===== src/rtl/sig_scrambler.sv =====
// Combinational XOR fold of the core observation buses and the seed into one byte.
module sig_scrambler (
    input  logic [7:0] seed_i,
    input  logic [7:0] pc_i,
    input  logic [7:0] ir_i,
    input  logic [7:0] pm_address_i,
    input  logic [7:0] from_ps_i,
    input  logic [7:0] from_id_i,
    input  logic [7:0] from_cu_i,
    input  logic [3:0] x1_i,
    input  logic [3:0] y0_i,
    input  logic [3:0] y1_i,
    input  logic [3:0] r_i,
    input  logic       zero_flag_i,
    output logic [7:0] scrambled_o
);

    assign scrambled_o = seed_i ^ {x1_i, x1_i} ^ {y1_i, y0_i} ^ {3'b000, zero_flag_i, r_i}
                       ^ ir_i ^ pc_i ^ pm_address_i ^ from_ps_i ^ from_id_i ^ from_cu_i;

endmodule


===== config.mk =====
export PLATFORM = sky130hd
export DESIGN_NAME = sig_scrambler
export DESIGN_NICKNAME = d
export VERILOG_FILES = /design/src/rtl/sig_scrambler.sv
export SDC_FILE = /design/constraint.sdc
export NUM_CORES = 1
export LEC_CHECK = 0
export ABC_AREA = 1
export BUFFER_PORTS_ARGS = -buffer_cell sky130_fd_sc_hd__buf_2
export CORE_MARGIN = 2
export CORE_UTILIZATION = 45
export DETAILED_ROUTE_END_ITERATION = 6
export PLACE_DENSITY = 0.9
export SYNTH_ARGS = -nofsm -noshare
export SYNTH_HDL_FRONTEND = slang
export SYNTH_SLANG_ARGS = --single-unit

===== constraint.sdc =====
create_clock -name vclk -period 1
set_input_delay 0.15 -clock vclk [all_inputs]
set_output_delay 0.15 -clock vclk [all_outputs]
set_load 0.01 [all_outputs]

==> reports/metrics.cfg, run 1 <==
[floorplan]
io_pins=81
initial_core_util_pct=48.38
die_x_um=56.31
num_rows=18
coreArea_sq_mm=0.002545
die_area_sq_mm=0.003170
die_y_um=56.31

[drt]
wirelength_um=3887
wl_per_cell_um=10.37
final_antenna_net_count=0
dr_total_vias=1734
drt_pass1_iterations=4
post-route-drc-count=0
viasPerCell=4.624
drt-initial-drc-count=52

[yosys]
yosysUniqueCellTypes=10
synth_area_sq_mm=0.001231
yosys.area.top_type=nand2_1
synth_cells=264
syn_area_per_cell_sq_um=4.664
synth_nets=337
synth.area.top_cells=nand2_1 46%, inv_1 15%, xor2_1 8.5%, xnor2_1 7.8%, nand3b_1 6.7%
ys_warn_count=0
synth_top_area_share_pct=45.73
yosysSeqAreaShare_pct=0

[global_routing]
grt.total_usage_pct=19.61
grt_pass1_wl_um=5368
grt_antenna_before_repair=0
grt_overflow=0
grt_max_degree=6
grt_pass1_vias=1576

[critical_path]
end_kind=output pin
critPathKind=in -> out
crit_path_start_kind=input pin
critPathLaunch=y1_i[3]
worstPathArrival_ps=1000
crit_required_ps=850
cp_max_fo=2

[finish]
fin_nets=420
stdcell_count=375
seq_cell_count=0
clkbuf_count=0
drive_gt1_share_pct=43.77
antenna_cells=0
fillers=212
final_util_pct=80.97
syn_to_final_growth_pct=67.38
ff_latch_area_sq_um=0

[power]
ir_drop_mv=0.3732
leakage_nw=1.342
power_density_mw_per_mm2=530.1

[place]
io_buffers=81
hpwl_um=2517
dp_slack_ps=-150.5
finalWeightedCongestion=0.7389
placed_cells=375

[timing]
maxSlewHeadroom_pct=87.78
finalHoldViolCount=0
slew_viol_final=0
fmax_ghz=0.8687
period_share_pct=115.1
min_period_ps=1151
worst_slew_pin_slew_ps=182.7
worst_slack_ps=-151.2
rsz0062_at_grt=true
finalSetupViolations=8
hold-worst-slack_ps=749.1

[cts]
cts_setup_buffers=0
ctsHoldBuffers=0

[run]
drv_cap=0

[worst_hold_path]
min_to=scrambled_o[0]
worstHoldStart=from_cu_i[0]
min_path_cells=6
hp-class=in -> out

[status]
status=complete, but fails checks
violations=negative setup slack

-- how the worst max path moves through the flow --
stage	end	slack, ps	cells past startpoint
floorplan	scrambled_o[1]	140	10
detailed placement	scrambled_o[1]	-150	12
global placement	scrambled_o[3]	-120	12
global route	scrambled_o[7]	-230	8
CTS	scrambled_o[2]	-120	12
finish	scrambled_o[7]	-150	9
-- cell type report --
cell class	count	area [sq um]	share of cell area (%)
multi-input cells	207	1197	58.11
repair buffers	81	601.8	29.20
inverters	57	224.0	10.87
well taps	30	37.54	1.821
-- logic make-up after synthesis --
group,share of synthesized area [%]
AND/OR/NAND/NOR,59.55
buffers and inverters,17.38
XOR/XNOR,23.07
-- cell usage in the layout, fill, tap and decap left out --
master and instances:
buf_2 54, nand2_1 122, xnor2_2 4, buf_4 3
nor2_2 3, buf_12 1, inv_4 4, nor2_4 5
xnor2_4 3, buf_6 15, inv_1 32, buf_8 8
nand2_4 4, nand3_1 10, inv_2 21, xor2_1 10
nand2_2 24, xor2_2 2, nor2_1 2, nand3b_1 11
xnor2_1 7
-- metrics by stage --
step                power, mW  area (sq um)  setup TNS [ps]
floorplan              0.5313          1231               0
global placement       0.8344          1674          -611.8
global route            1.214          2061           -1433
finish                  1.092          2061          -759.3
detailed placement     0.8618          1674          -822.5
CTS                    0.9331          1833          -564.4
-- report_power, final --
group	total, mW	switching, mW	internal (mW)
Sequential	0	0	0
Combinational	1.09	0.556	0.537
Clock	0	0	0
Total	1.09	0.556	0.537
-- what timing repair did --
action                                  in CTS  in global routing
gates resized for setup                     39                 80
endpoints found under the setup margin       8                  8
pin swaps                                   35                 60
-- layer usage --
metal	share of wire [%]	up-vias	global-route usage [%]
met4	1.6	0	0
met1	33	766	17.04
met2	62	43	48.57
met3	2.8	6	0
li1	-	919	-
met5	0	-	0
-- synthesized netlist by cell type --
cell type / count
clkinv_1: 3
nor2_1: 10
inv_2: 6
nand2_1: 150
nand3_1: 10
xnor2_1: 11
xor2_1: 12
xnor2_4: 3
inv_1: 48
nand3b_1: 11
-- critical path: stages --
cell and delay [ps]:
buf_8 100, xor2_1 190, nand2_1 110, nand2_1 70, nand2_1 70, nand2_1 80, nand2_1 60, nand2_1 60
buf_2 120
(Power assumes the default switching activity.)
==> inputs of run 2 (changes only) <==
PLACE_DENSITY = 0.85   (was 0.9)
==> run 2 against run 1 <==
  * The run still ends with negative setup slack left
  * Combinational power barely moved
  * Final cell count did not move
  * Global-route usage down 1.6 points
  * Critical path depth grew 3
  * Hold slack got worse by 3.5 ps
  * Maximum frequency grew 0.17%
  * Via count decreased by 3.2%
  * First-iteration DRC count fell by 7.7%
  * Largest power group unchanged
  * Count of clock-buffer cells in the layout did not move
  * Non-clock buffer count did not move
  * Core utilization shrank 0.89 points
  * Final area shrank 1.1%
==> reports/metrics.cfg, run 2 (synthesis results as in run 1) <==
[status]
status=complete, but fails checks
violations=negative setup slack

[finish]
stdcell_count=375
fin_nets=420
multi_input_area_sq_mm=0.001180
syn_to_final_growth_pct=65.55
drive_gt1_share_pct=42.32
clkbuf_count=0
design_area_sq_mm=0.002038
seq_cell_count=0
fillers=205
layout_commonest_cell=nand2_1
ff_latch_area_sq_um=0
mostFrequentLayoutCells=123 x nand2_1, 59 x buf_2, 33 x inv_1
antenna_cells=0

[power]
switching_power_uw=533.9
p_seq_share_pct=0
ir_drop_mv=0.4206
power_density_mw_per_mm2=522.4
leakage_nw=1.339
comb_power_share_pct=100.0
pwr-share-clk_pct=0
internal_power_uw=530.8
sw_frac_of_total_pct=50.15

[timing]
final.setup.tns_ps=-558.5
period_share_pct=114.9
finalSetupViolations=8
worst_slew_pin_slew_ps=213.8
finalHoldViolCount=0
fmax_ghz=0.8702
worst_slack_ps=-149.2
maxSlewHeadroom_pct=85.70
slew_viol_final=0
min_period_ps=1149
hold-worst-slack_ps=745.6
rsz0062_at_grt=true

[drt]
post-route-drc-count=0
wl_per_cell_um=9.064
dr_total_vias=1678
final_antenna_net_count=0
wirelength_um=3399
drt_pass1_iterations=4
drt-initial-drc-count=48
viasPerCell=4.475

[run]
drv_cap=0

[place]
dp_slack_ps=-145.2
finalWeightedCongestion=0.7471
place_area_sq_mm=0.001674
hpwl_um=2463
io_buffers=81
placed_cells=375

[global_routing]
grt_pass1_wl_um=4988
grt_max_degree=6
grt_antenna_before_repair=0
grt_pass1_vias=1438
grt.total_usage_pct=18.02
grt_overflow=0

[cts]
cts_setup_buffers=0
ctsHoldBuffers=0

[floorplan]
die_x_um=56.31
die_area_sq_mm=0.003170
coreArea_sq_mm=0.002545
die_y_um=56.31
initial_core_util_pct=48.38
io_pins=81
num_rows=18

[critical_path]
worstPathArrival_ps=1000
crit_path_start_kind=input pin
crit_required_ps=850
cp_max_fo=5
critPathKind=in -> out
end_kind=output pin

[worst_hold_path]
min_path_cells=6
hp-class=in -> out

-- run 2: cell types whose count changed in the layout (fill, tap and decap cells not counted), sizes merged --
cell	change
inv	-1
clkinv	+1
-- run 2: worst paths after layout --
kind                startpoint             end  slack [ps]
hold / removal    from_cu_i[4]  scrambled_o[4]         750
setup / recovery       x1_i[0]  scrambled_o[4]        -150
-- run 2: per-layer routing --
layer | track usage (%) | routed length (um) | vias up
met1 | 17.96 | 1165 | 699
met2 | 38.66 | 2006 | 46
met4 | 5.442 | 94 | 0
met5 | 0 | 0 | -
met3 | 0.6912 | 132 | 10
li1 | - | - | 923
-- run 2: area by class of cell --
cell class	count	share of cell area [%]
multi-input combinational	207	57.89
timing repair buffer	81	29.22
inverter	57	11.05
tap	30	1.842
-- run 2: power groups by stage --
stage	logic, mW	clock network [mW]	registers, mW
floorplan	0.531	0	0
global placement	0.838	0	0
detailed placement	0.860	0	0
CTS	0.930	0	0
global route	1.19	0	0
finish	1.06	0	0
-- run 2: critical path: stages --
cell and delay (ps):
buf_12 110, nand2_4 70, inv_2 40, nor2_2 110, nand2_2 70, nand2_2 70, nand2_2 50, nand2_2 60
inv_2 40, nand2_2 60, nand2_2 50, buf_6 110
-- run 2: stage by stage --
step           utilization (%)  power (mW)
2_1_floorplan                -      0.5313
3_3_place_gp             65.78      0.8379
3_5_place_dp             65.78      0.8595
4_1_cts                  71.93      0.9300
5_1_grt                  80.09       1.193
6_report                 80.09       1.065
-- run 2: timing repair --
item | in CTS | in global routing
endpoints found under the setup margin | 8 | 8
resized for setup | 39 | 72
pin swaps | 27 | 51
